File: src/rtl/nn_result_capture_if.sv
// nn_result_capture_if
//   Bundles the network-side capture inputs and the consumer-side result
//   queue handshake of nn_result_capture.
//   master : drives start/nn_out/nn_exc/out_ready/clr_ovf (host, bench)
//   slave  : the capture block; drives busy, head entry, count, overflow
interface nn_result_capture_if #(
  parameter int DATA_W = 32,
  parameter int CNT_W  = 3
);
  logic              start;
  logic [DATA_W-1:0] nn_out;
  logic [4:0]        nn_exc;
  logic              out_ready;
  logic              clr_ovf;
  logic              busy;
  logic              out_valid;
  logic [DATA_W-1:0] out_value;
  logic [4:0]        out_exc;
  logic              out_class;
  logic              out_nan;
  logic [CNT_W-1:0]  count;
  logic              overflow;

  modport master (
    output start, nn_out, nn_exc, out_ready, clr_ovf,
    input  busy, out_valid, out_value, out_exc, out_class, out_nan,
           count, overflow
  );

  modport slave (
    input  start, nn_out, nn_exc, out_ready, clr_ovf,
    output busy, out_valid, out_value, out_exc, out_class, out_nan,
           count, overflow
  );
endinterface

File: src/rtl/nn_result_capture.sv
// nn_result_capture
//   Arms on start, waits SETTLE_CYCLES for the combinational network to
//   settle, then samples nn_out/nn_exc in a single CAPTURE cycle, classifies
//   the value against THRESH (IEEE-754 ordering, NaN and negatives -> 0) and
//   pushes {class, nan, exc, value} into a small result FIFO.
//   Ports:
//     clk, rst_l : clock, async active-low reset
//     bus.slave  : start, nn_out, nn_exc, out_ready, clr_ovf in;
//                  busy, out_valid, out_value, out_exc, out_class, out_nan,
//                  count, overflow out
module nn_result_capture #(
  parameter int exp_width     = 8,
  parameter int mant_width    = 24,
  parameter int SETTLE_CYCLES = 64,
  parameter logic [exp_width+mant_width-1:0] THRESH = 32'h3F000000,
  parameter int FIFO_DEPTH    = 4
) (
  input logic                clk,
  input logic                rst_l,
  nn_result_capture_if.slave bus
);
  localparam int DW    = exp_width + mant_width;
  localparam int PTR_W = (FIFO_DEPTH > 1) ? $clog2(FIFO_DEPTH) : 1;
  localparam int CNT_W = $clog2(FIFO_DEPTH) + 1;
  localparam int SC_W  = (SETTLE_CYCLES > 1) ? $clog2(SETTLE_CYCLES) : 1;
  localparam logic [SC_W-1:0]  LOAD  = SC_W'(SETTLE_CYCLES - 1);
  localparam logic [CNT_W-1:0] FULL  = CNT_W'(FIFO_DEPTH);

  typedef enum logic [1:0] {IDLE, SETTLE, CAPTURE} state_t;

  typedef struct packed {
    logic          cls;
    logic          nan;
    logic [4:0]    exc;
    logic [DW-1:0] value;
  } entry_t;

  state_t          state, state_nx;
  logic [SC_W-1:0] cnt, cnt_nx;

  // ---------------- settle FSM ----------------
  always_ff @(posedge clk or negedge rst_l) begin
    if (!rst_l) begin
      state <= IDLE;
      cnt   <= '0;
    end else begin
      state <= state_nx;
      cnt   <= cnt_nx;
    end
  end

  always_comb begin
    state_nx = state;
    cnt_nx   = cnt;
    case (state)
      IDLE: begin
        if (bus.start) begin
          state_nx = SETTLE;
          cnt_nx   = LOAD;
        end
      end
      SETTLE: begin
        // a fresh start restarts the settle window from the top
        if (bus.start)       cnt_nx   = LOAD;
        else if (cnt != '0)  cnt_nx   = cnt - 1'b1;
        else                 state_nx = CAPTURE;
      end
      CAPTURE: begin
        if (bus.start) begin
          state_nx = SETTLE;
          cnt_nx   = LOAD;
        end else begin
          state_nx = IDLE;
        end
      end
      default: begin
        state_nx = IDLE;
        cnt_nx   = '0;
      end
    endcase
  end

  // ---------------- classification ----------------
  logic [exp_width-1:0]  fld_exp;
  logic [mant_width-2:0] fld_frac;
  logic                  fld_sign, is_nan, mag_gt;
  entry_t                cap;

  assign fld_sign = bus.nn_out[DW-1];
  assign fld_exp  = bus.nn_out[DW-2:mant_width-1];
  assign fld_frac = bus.nn_out[mant_width-2:0];
  assign is_nan   = (&fld_exp) && (|fld_frac);
  // for non-negative, non-NaN values the IEEE order matches the unsigned
  // order of the magnitude bits; +inf lands above any finite THRESH
  assign mag_gt   = bus.nn_out[DW-2:0] > THRESH[DW-2:0];

  assign cap.cls   = !is_nan && !fld_sign && mag_gt;
  assign cap.nan   = is_nan;
  assign cap.exc   = bus.nn_exc;
  assign cap.value = bus.nn_out;

  // ---------------- result FIFO ----------------
  entry_t             mem [FIFO_DEPTH];
  logic [PTR_W-1:0]   wr_ptr, rd_ptr;
  logic [CNT_W-1:0]   fifo_cnt;
  logic               ovf;
  logic               push_req, pop, full, push_ok, drop;

  assign push_req = (state == CAPTURE);
  assign pop      = (fifo_cnt != '0) && bus.out_ready;
  assign full     = (fifo_cnt == FULL);
  // a pop in the same cycle frees the slot the push needs
  assign push_ok  = push_req && (!full || pop);
  assign drop     = push_req && !push_ok;

  always_ff @(posedge clk or negedge rst_l) begin
    if (!rst_l) begin
      for (int i = 0; i < FIFO_DEPTH; i++) mem[i] <= '0;
      wr_ptr   <= '0;
      rd_ptr   <= '0;
      fifo_cnt <= '0;
      ovf      <= 1'b0;
    end else begin
      if (push_ok) begin
        mem[wr_ptr] <= cap;
        wr_ptr      <= wr_ptr + 1'b1;
      end
      if (pop) rd_ptr <= rd_ptr + 1'b1;
      case ({push_ok, pop})
        2'b10:   fifo_cnt <= fifo_cnt + 1'b1;
        2'b01:   fifo_cnt <= fifo_cnt - 1'b1;
        default: fifo_cnt <= fifo_cnt;
      endcase
      // a drop in the same cycle as clr_ovf keeps the sticky bit set
      if (drop)             ovf <= 1'b1;
      else if (bus.clr_ovf) ovf <= 1'b0;
    end
  end

  entry_t head;
  assign head = mem[rd_ptr];

  assign bus.busy      = (state != IDLE);
  assign bus.out_valid = (fifo_cnt != '0);
  assign bus.out_value = head.value;
  assign bus.out_exc   = head.exc;
  assign bus.out_class = head.cls;
  assign bus.out_nan   = head.nan;
  assign bus.count     = fifo_cnt;
  assign bus.overflow  = ovf;
endmodule

File: src/flat_wrapper.sv
// flat-port wrapper written by rule: the top's interface ports become plain ports
module nn_result_capture_flat 
#(
  parameter int exp_width     = 8,
  parameter int mant_width    = 24,
  parameter int SETTLE_CYCLES = 64,
  parameter logic [exp_width+mant_width-1:0] THRESH = 32'h3F000000,
  parameter int FIFO_DEPTH    = 4
)
  (clk, rst_l, bus_start, bus_nn_out, bus_nn_exc, bus_out_ready, bus_clr_ovf, bus_busy, bus_out_valid, bus_out_value, bus_out_exc, bus_out_class, bus_out_nan, bus_count, bus_overflow);
  nn_result_capture_if #(.DATA_W(32), .CNT_W(3)) bus_i ();
  input logic clk;
  input logic rst_l;
  input wire logic [$bits(bus_i.start)-1:0] bus_start;
  input wire logic [$bits(bus_i.nn_out)-1:0] bus_nn_out;
  input wire logic [$bits(bus_i.nn_exc)-1:0] bus_nn_exc;
  input wire logic [$bits(bus_i.out_ready)-1:0] bus_out_ready;
  input wire logic [$bits(bus_i.clr_ovf)-1:0] bus_clr_ovf;
  output wire logic [$bits(bus_i.busy)-1:0] bus_busy;
  output wire logic [$bits(bus_i.out_valid)-1:0] bus_out_valid;
  output wire logic [$bits(bus_i.out_value)-1:0] bus_out_value;
  output wire logic [$bits(bus_i.out_exc)-1:0] bus_out_exc;
  output wire logic [$bits(bus_i.out_class)-1:0] bus_out_class;
  output wire logic [$bits(bus_i.out_nan)-1:0] bus_out_nan;
  output wire logic [$bits(bus_i.count)-1:0] bus_count;
  output wire logic [$bits(bus_i.overflow)-1:0] bus_overflow;
  assign bus_i.start = bus_start;
  assign bus_i.nn_out = bus_nn_out;
  assign bus_i.nn_exc = bus_nn_exc;
  assign bus_i.out_ready = bus_out_ready;
  assign bus_i.clr_ovf = bus_clr_ovf;
  assign bus_busy = bus_i.busy;
  assign bus_out_valid = bus_i.out_valid;
  assign bus_out_value = bus_i.out_value;
  assign bus_out_exc = bus_i.out_exc;
  assign bus_out_class = bus_i.out_class;
  assign bus_out_nan = bus_i.out_nan;
  assign bus_count = bus_i.count;
  assign bus_overflow = bus_i.overflow;
  nn_result_capture #(.exp_width(exp_width), .mant_width(mant_width), .SETTLE_CYCLES(SETTLE_CYCLES), .THRESH(THRESH), .FIFO_DEPTH(FIFO_DEPTH)) u_core (.clk(clk), .rst_l(rst_l), .bus(bus_i));
endmodule
File: config.mk
export PLATFORM = sky130hd
export DESIGN_NAME = nn_result_capture_flat
export DESIGN_NICKNAME = d
export VERILOG_FILES = /design/src/rtl/nn_result_capture_if.sv /design/src/rtl/nn_result_capture.sv /design/src/flat_wrapper.sv
export SDC_FILE = /design/constraint.sdc
export NUM_CORES = 1
export LEC_CHECK = 0
export ABC_AREA = 1
export BUFFER_PORTS_ARGS = -buffer_cell sky130_fd_sc_hd__buf_2
export CAP_MARGIN = 0
export CORE_MARGIN = 2
export CORE_UTILIZATION = 55
export CTS_CLUSTER_DIAMETER = 30
export DETAILED_ROUTE_END_ITERATION = 8
export PLACE_DENSITY = 0.83
export SYNTH_ARGS = -nofsm -noshare
export SYNTH_HDL_FRONTEND = slang
export SYNTH_SLANG_ARGS = --single-unit
export TNS_END_PERCENT = 20
File: constraint.sdc
create_clock -name clk -period 4.95 [get_ports clk]
set_input_delay 0.2475 -clock clk [delete_from_list [all_inputs] [get_ports clk]]
set_output_delay 0.2475 -clock clk [all_outputs]
set_load 0.02 [all_outputs]
==> qor.txt, run 1 <==
status - completed
wire per inst - 15.9 um
post-CTS resize count - 0
Period Utilization, post-route - 61.4%
ANT nets after route - 0
Crit path depth - 6
post-synthesis register bit count - 172
most used cell, CP - buf_4
synthesis-to-layout area growth - 11.6%
Mapped Cells - 1004
minimum clock period after layout - 3.04 ns
reg-to-reg slack, setup - 2.71 ns
worst slew pin tran - 1.07 ns
Worst Hold End - u_core.mem[72]
Mean Syn Cell Area - 8.06 um^2
I/O pin count - 87
Tot GR Track Use - 26.7%
crit-path cells - buf_4 -> inv_2 -> buf_4 -> o21ai_0 -> o22ai_1 -> buf_2
drt first pass iters - 6
cts bufs inserted - 17
Critical R2R Launch - u_core.state[0]
Crit Path Max Fanout - 81
reg2reg path depth - 6
Initial Utilization - 55.9%
worst clock skew - 0.0101 ns
Remaining Overflow, GRT - 0
Critical Path Source Type - flip-flop
global-route wire length before repair - 33.6 mm
clk slew on worst S/H paths - 0.06 ns
layout net count - 1114
Max IR drop VDD - 0.000274 V
Placed Instances - 1227
Netlist Area Pre-Place - 8100 um^2
P_leak - 5.01 nW
number of remaining DRC errors - 0
Power Density - 470 nW/um^2
max-slew violation count - 0
final hold violation count - 0
Die W - 125 um
Core Footprint - 14500 um^2
Worst Hold Depth - 3
Worst Hold Class - primary input to flip-flop
CP max stage delay - 0.63 ns
Crit path required time - 4.70 ns
Clk Tree Root Cell - clkbuf_16
layout cells sized above 1 - 13.3%
vias in the first global route - 6653
drt initial violations - 750
# H-tree levels - 4
CP Capture Type - output pin
final WL - 20.0 mm
Placer Congestion - 0.811
Peak Freq - 0.329 GHz
RSZ-0062 raised after global routing - no
clk buf depth - 2
Port Buffers - 86
Die ar. - 15700 um^2
crit-path leading delay family - buffers and inverters
post-synth cell types - 27
slew margin rel. - 28.4%
Crit-path slowest cell - buf_4
clock net sink count - 172
RR Endpoint - u_core.mem[37]
sequential share of the synthesized area - 53.2%
total nets after synthesis - 1054
pin count of the biggest net entering global routing - 87
final setup violation count - 0
Setup CP Type - flip-flop to output pin
Inserted Diodes - 0
WP buf/inv - 4
Setup TNS Final - 0 ns
via count - 6925
Post-Route Utilization - 62.4%
post-route insts no fill - 1261
Max-Cap Viols - 0
HP Start - bus_nn_exc[1]
Clk Latency, worst-skew pair - 0.44 ns
vias per std cell - 5.49
row count - 44
die boundary height - 125 um
DP Wirelength - 11.7 mm
initial antenna violation count - 0
Ys Warns - 0
CTS tree - built
crit path DAT - 2.79 ns
## final cells by class
type,instances,area (um^2)
Sequential cell,172,4310
Clock inverter,6,57.6
Multi-Input combinational cell,748,3300
Timing Repair Buffer,94,502
Clock buffer,26,519
Fill cell,1215,5440
Tap cell,184,230
Inverter,31,126
## power breakdown
group | total, mW | internal (mW) | switching, mW
Clock | 1.30 | 0.769 | 0.528
Sequential | 1.45 | 1.43 | 0.0192
Combinational | 1.50 | 0.458 | 1.04
## flip-flops by register name (all words and copies together) (netlist names)
name / flops
u_core.mem: 156
u_core.rd_ptr: 2
u_core.cnt: 6
u_core.state: 2
u_core.wr_ptr: 2
u_core.bus.count: 3
u_core.bus.overflow: 1
## cell usage after synthesis
| library cell | instances | share of area [%] |
|---|---|---|
| nor2_8 | 4 | 0.99 |
| nand3_2 | 1 | 0.12 |
| buf_4 | 12 | 1.1 |
| xnor2_1 | 1 | 0.11 |
| o21ai_0 | 93 | 5.7 |
| o32ai_1 | 1 | 0.11 |
| fa_1 | 1 | 0.25 |
| nand2_1 | 461 | 21 |
| nor3_1 | 3 | 0.19 |
| clkbuf_1 | 20 | 0.93 |
| buf_2 | 3 | 0.19 |
| buf_1 | 2 | 0.093 |
| nand3_1 | 3 | 0.19 |
| nand3_4 | 1 | 0.22 |
| a21oi_1 | 6 | 0.37 |
| o21ai_1 | 5 | 0.31 |
| nand4_1 | 6 | 0.46 |
| inv_4 | 4 | 0.31 |
| nor2_1 | 102 | 4.7 |
| o22ai_1 | 39 | 3.0 |
| o21ai_2 | 9 | 0.97 |
| ha_1 | 7 | 1.1 |
| xor2_1 | 4 | 0.43 |
| nor2_2 | 1 | 0.077 |
| dfrtp_1 | 172 | 53 |
| buf_6 | 16 | 2.2 |
| inv_1 | 27 | 1.3 |
## what timing repair did
item	CTS	global route
hold buffers	2	0
endpoints found under the hold margin	85	0
setup buffers	0	0
## stage by stage
stage / setup WS [ns] / hold slack [ns] / area (um^2) / total power, mW
floorplan: 2.87 / -0.0481 / 8100 / 2.48
global placement: 2.45 / 0.365 / 8440 / 2.95
detailed placement: 2.39 / 0.369 / 8440 / 2.97
CTS: 1.92 / 0.0496 / 9040 / 4.26
global route: 1.72 / 0.0663 / 9040 / 4.47
finish: 1.91 / 0.0560 / 9040 / 4.25
## cells by family (layout without fill, tap and decap cells)
logic type | after synthesis | after routing | synth area share [%]
AOI/OAI and AO/OA | 153 | 153 | 10.5
and+or+nand+nor | 582 | 582 | 28.3
xor gates and xnor gates | 5 | 5 | 0.541
buffers and inverters | 84 | 157 | 6.10
DFF | 172 | 172 | 53.2
adders and majority gates | 8 | 8 | 1.33
## worst register-to-register path, stage by stage, from the launching register on
cell and delay, ns:
dfrtp_1 0.40, inv_1 0.16, nand3_4 0.27, nor2_8 0.64, inv_4 0.41, nand2_1 0.14, o21ai_0 0.08
## per-layer routing
| metal | global-route usage, % | vias up | share of wire (%) |
|---|---|---|---|
| li1 | - | 3307 | - |
| met1 | 36.3 | 3323 | 42 |
| met2 | 42.3 | 262 | 48 |
| met3 | 6.08 | 33 | 7.7 |
| met4 | 10.5 | 0 | 1.9 |
| met5 | 0 | - | 0 |
## worst max path at each step
stage	from	to	slack [ns]
2_1_floorplan	u_core.bus.count[1]	u_core.bus.count[2]	2.87
3_3_place_gp	u_core.rd_ptr[0]	bus_out_class	2.45
3_5_place_dp	u_core.rd_ptr[0]	bus_out_value[23]	2.39
4_1_cts	u_core.rd_ptr[0]	bus_out_class	1.92
5_1_grt	u_core.rd_ptr[0]	bus_out_value[14]	1.72
6_report	u_core.rd_ptr[0]	bus_out_value[5]	1.91
## cell usage in the layout (no fill, tap or decap), drive strengths merged
master and instances:
clkbuf 26, a21oi 6, clkinv 4, inv 31
dfrtp 172, nand2 461, dlygate4sd3 2, o21ai 107
buf 92, clkinvlp 1, nor2 107, fa 1
ha 7, o22ai 39, o32ai 1, nand4 6
xor2 4, xnor2 1, nor3 3, bufinv 1
nand3 5
(Power assumes the default switching activity.)
==> run 2: changes to the inputs <==
==> constraint.sdc (replaced) <==
create_clock -name clk -period 2.84 [get_ports clk]
set_input_delay 0.142 -clock clk [delete_from_list [all_inputs] [get_ports clk]]
set_output_delay 0.142 -clock clk [all_outputs]
set_load 0.02 [all_outputs]
==> qor.txt, run 2 (synthesis results as in run 1) <==
Die W - 125 um
commonest non-fill, non-tap cell in the layout - nand2_1
Crit path required time - 2.70 ns
post-CTS resize count - 0
hold_ws - 0.0464 ns
Remaining Overflow, GRT - 0
Clk Tree Root Cell - clkbuf_16
wire per inst - 15.5 um
reg-to-reg slack, setup - 0.72 ns
Setup TNS Final - 0 ns
reg2reg path depth - 9
Worst Hold End - u_core.bus.overflow
worst clock skew - 0.00458 ns
RR Endpoint - u_core.bus.count[2]
I/O pin count - 87
CTS tree - built
Crit-path slowest cell - buf_4
Critical R2R Launch - u_core.bus.count[1]
minimum clock period after layout - 2.30 ns
cts bufs inserted - 17
global-route wire length before repair - 33.7 mm
multi-input logic area - 3300 um^2
P_leak - 5.21 nW
Max-Cap Viols - 0
drt first pass iters - 5
worst slew pin tran - 0.815 ns
slew margin rel. - 45.6%
clk buf depth - 2
die boundary height - 125 um
FILL cells - 1196
HP Start - bus_out_ready
Worst Hold Class - primary input to flip-flop
Placer Congestion - 0.793
CP Capture Type - output pin
RSZ-0062 raised after global routing - no
vias in the first global route - 6805
crit-path cells - buf_4 -> o21ai_0 -> o22ai_1 -> buf_2
Tot GR Track Use - 26.7%
most frequent cells in the layout - nand2_1 (461), dfrtp_1 (171), nor2_1 (102)
final setup violation count - 0
Inserted Diodes - 0
final hold violation count - 0
drt initial violations - 877
initial antenna violation count - 0
clk slew on worst S/H paths - 0.06 ns
via count - 7082
CP max stage delay - 0.65 ns
# H-tree levels - 4
max-slew violation count - 0
Port Buffers - 86
number of remaining DRC errors - 0
Core Footprint - 14500 um^2
Period Utilization, post-route - 80.9%
Clk Latency, worst-skew pair - 0.43 ns
Initial Utilization - 55.9%
final WL - 20.1 mm
Biggest register - u_core.mem
Power Density - 807 nW/um^2
clock net sink count - 172
status - completed
vias per std cell - 5.45
Critical Path Source Type - flip-flop
ANT nets after route - 0
Setup CP Type - flip-flop to output pin
crit path DAT - 2.16 ns
Max IR drop VDD - 0.000726 V
Die ar. - 15700 um^2
Peak Freq - 0.435 GHz
max reg flops - 156
DP Wirelength - 11.5 mm
layout cells sized above 1 - 13.2%
synthesis-to-layout area growth - 17.4%
pin count of the biggest net entering global routing - 81
row count - 44
layout net count - 1153
Crit Path Max Fanout - 80
FF/Latch Area - 4310 um^2
Worst Hold Depth - 4
## run 2: critical path, delay by kind of cell, from the launching register on
kind	cells	cell delay, ns
flops	1	0.36
compound gates	2	0.48
buf+inv	2	0.87
## run 2: worst max-delay path by stage
stage | from | slack [ns] | end | depth (start not counted)
after global placement | u_core.bus.count[1] | 0.75 | u_core.bus.count[2] | 9
after global routing | u_core.rd_ptr[0] | 0.44 | bus_out_value[20] | 4
after detailed placement | u_core.bus.count[0] | 0.73 | u_core.bus.count[2] | 9
after CTS | u_core.rd_ptr[0] | 0.58 | bus_out_exc[0] | 4
after floorplan | u_core.bus.count[1] | 0.76 | u_core.bus.count[2] | 9
final | u_core.rd_ptr[0] | 0.54 | bus_out_value[30] | 4
## run 2: stage by stage
step | power (mW) | std cells | worst slack, ns | area [um^2] | utilization (%)
after floorplan | 4.32 | 1004 | 0.759 | 8100 | -
after global placement | 5.22 | 1232 | 0.750 | 8530 | 58.9
final | 7.67 | 1299 | 0.542 | 9500 | 65.6
after global routing | 8.03 | 1299 | 0.444 | 9500 | 65.6
after CTS | 7.68 | 1299 | 0.576 | 9500 | 65.6
after detailed placement | 5.24 | 1232 | 0.731 | 8530 | 58.9
## run 2: metal layers
| layer | up-vias | part of all wire (%) | global-route usage (%) |
|---|---|---|---|
| li1 | 3387 | - | - |
| met1 | 3383 | 42 | 36.5 |
| met2 | 290 | 49 | 43.0 |
| met3 | 22 | 7.9 | 6.25 |
| met4 | 0 | 1.1 | 8.04 |
| met5 | - | 0 | 0 |
## run 2: report_power, final
group	internal [mW]	switching, mW	leakage (nW)
Clock	1.49	0.918	0.299
Sequential	2.49	0.0352	2.35
Combinational	0.878	1.85	2.56
## run 2: cell type report
cell class / count / area share, %
flip-flops and latches: 172 / 45.3
multi-input cells: 748 / 34.7
repair buffers: 133 / 9.78
clock buffers: 25 / 5.32
well taps: 184 / 2.42
inverters: 31 / 1.33
clock inverters: 6 / 1.13
## run 2: timing repair
item | in CTS | in global routing
hold buffers | 36 | 0
setup buffers | 0 | 0
hold endpoints to repair | 193 | 0
==> run 3: changes to the inputs <==
==> constraint.sdc (replaced) <==
create_clock -name clk -period 2.23 [get_ports clk]
set_input_delay 0.1115 -clock clk [delete_from_list [all_inputs] [get_ports clk]]
set_output_delay 0.1115 -clock clk [all_outputs]
set_load 0.02 [all_outputs]
==> qor.txt, run 3 (synthesis results as in run 1) <==
HP Start - bus_out_ready
layout net count - 1169
post-CTS resize count - 0
Period Utilization, post-route - 89.3%
status - completed
worst clock skew - 0.00502 ns
Cell Area, Placed - 8660 um^2
met1 Use GR - 36.1%
drt first pass iters - 5
slew margin rel. - 63.8%
minimum clock period after layout - 1.99 ns
RSZ-0062 raised after global routing - no
drt initial violations - 876
Crit path required time - 2.12 ns
Peak Freq - 0.502 GHz
ANT nets after route - 0
Tot GR Track Use - 27.3%
Post-Route Utilization - 66.9%
Setup TNS Final - 0 ns
worst slew pin tran - 0.543 ns
Initial Utilization - 55.9%
P_leak - 5.31 nW
# H-tree levels - 4
Inserted Diodes - 0
clk slew on worst S/H paths - 0.06 ns
GRT busiest layer - met2
via count - 7190
Die W - 125 um
Die ar. - 15700 um^2
clock net sink count - 172
Critical Path Source Type - flip-flop
Biggest register - u_core.mem
synthesis-to-layout area growth - 19.7%
final setup violation count - 0
Port Buffers - 86
vias per std cell - 5.46
wire per inst - 15.8 um
Worst Hold Class - primary input to flip-flop
layout cells sized above 1 - 14.8%
met3 Use GR - 6.93%
pin count of the biggest net entering global routing - 63
vias in the first global route - 6877
final instance area - 9690 um^2
cts bufs inserted - 17
final WL - 20.7 mm
Critical R2R Launch - u_core.bus.count[0]
max reg flops - 156
Max IR drop VDD - 0.000774 V
clk buf depth - 2
Power Density - 1040 nW/um^2
die boundary height - 125 um
FILL cells - 1159
commonest non-fill, non-tap cell in the layout - nand2_1
Core Footprint - 14500 um^2
Clk Latency, worst-skew pair - 0.44 ns
Setup CP Type - flip-flop to output pin
Crit Path Max Fanout - 22
initial antenna violation count - 0
CP Capture Type - output pin
Max-Cap Viols - 0
DP Wirelength - 12.1 mm
hold_ws - 0.0190 ns
Remaining Overflow, GRT - 0
global-route wire length before repair - 34.0 mm
routing usage on met2 - 44.2%
Placer Congestion - 0.792
Clk Tree Root Cell - clkbuf_16
number of remaining DRC errors - 0
I/O pin count - 87
final hold violation count - 0
most frequent cells in the layout - nand2_1 (461), dfrtp_1 (171), nor2_1 (102)
CTS tree - built
Crit. Startpoint - u_core.rd_ptr[0]
crit path DAT - 1.88 ns
row count - 44
max-slew violation count - 0
run 3: changes by cell type in the layout (fill, tap and decap cells not counted), sizes merged:
| cell | change |
|---|---|
| inv | +2 |
| bufinv | +2 |
| clkinvlp | +2 |
| buf | +16 |
| clkinv | +1 |
| clkbuf | -6 |
run 3: final timing paths:
kind / end / slack [ns] / depth (start not counted)
setup / recovery: bus_out_value[14] / 0.24 / 5
hold / removal: u_core.bus.overflow / 0.02 / 4
setup reg to reg: u_core.bus.count[2] / 0.31 / 8
hold reg to reg: u_core.mem[75] / 0.47 / 2
max in group asynchronous: u_core.mem[36] / 1.34 / 3
min in group asynchronous: u_core.mem[127] / 0.19 / 2
run 3: stage by stage:
step / cells / power, mW / worst slack (ns)
3_5_place_dp: 1248 / 6.73 / 0.308
5_1_grt: 1316 / 10.5 / 0.121
4_1_cts: 1316 / 10.1 / 0.227
6_report: 1316 / 10.1 / 0.238
3_3_place_gp: 1248 / 6.70 / 0.371
2_1_floorplan: 1004 / 5.50 / 0.149
run 3: area by class of cell:
type,count,area (um^2),area share [%]
inverter,31,126,1.30
clock inverter,13,213,2.20
sequential,172,4310,44.4
multi-input combinational,748,3300,34.0
clock buffer,19,453,4.68
timing repair buffer,149,1060,11.0
tap,184,230,2.38
run 3: what timing repair did:
action                    CTS  global route
hold buffers               36             0
setup buffers               0             0
hold endpoints to repair  179             0
run 3: power by group:
part	internal (mW)	switching (mW)
logic	1.15	2.40
registers	3.18	0.0536
clock network	2.06	1.26
run 3: per-layer routing:
layer / wire (um) / up-vias
met5: 0 / -
met4: 351 / 0
met3: 1380 / 39
met2: 10100 / 296
met1: 8930 / 3440
li1: - / 3415
run 3: critical path, cell delays in order (launching register included):
cell and delay [ns]:
dfrtp_2 0.43, inv_2 0.15, buf_4 0.28, nor2_1 0.11, o22ai_1 0.25, buf_2 0.21
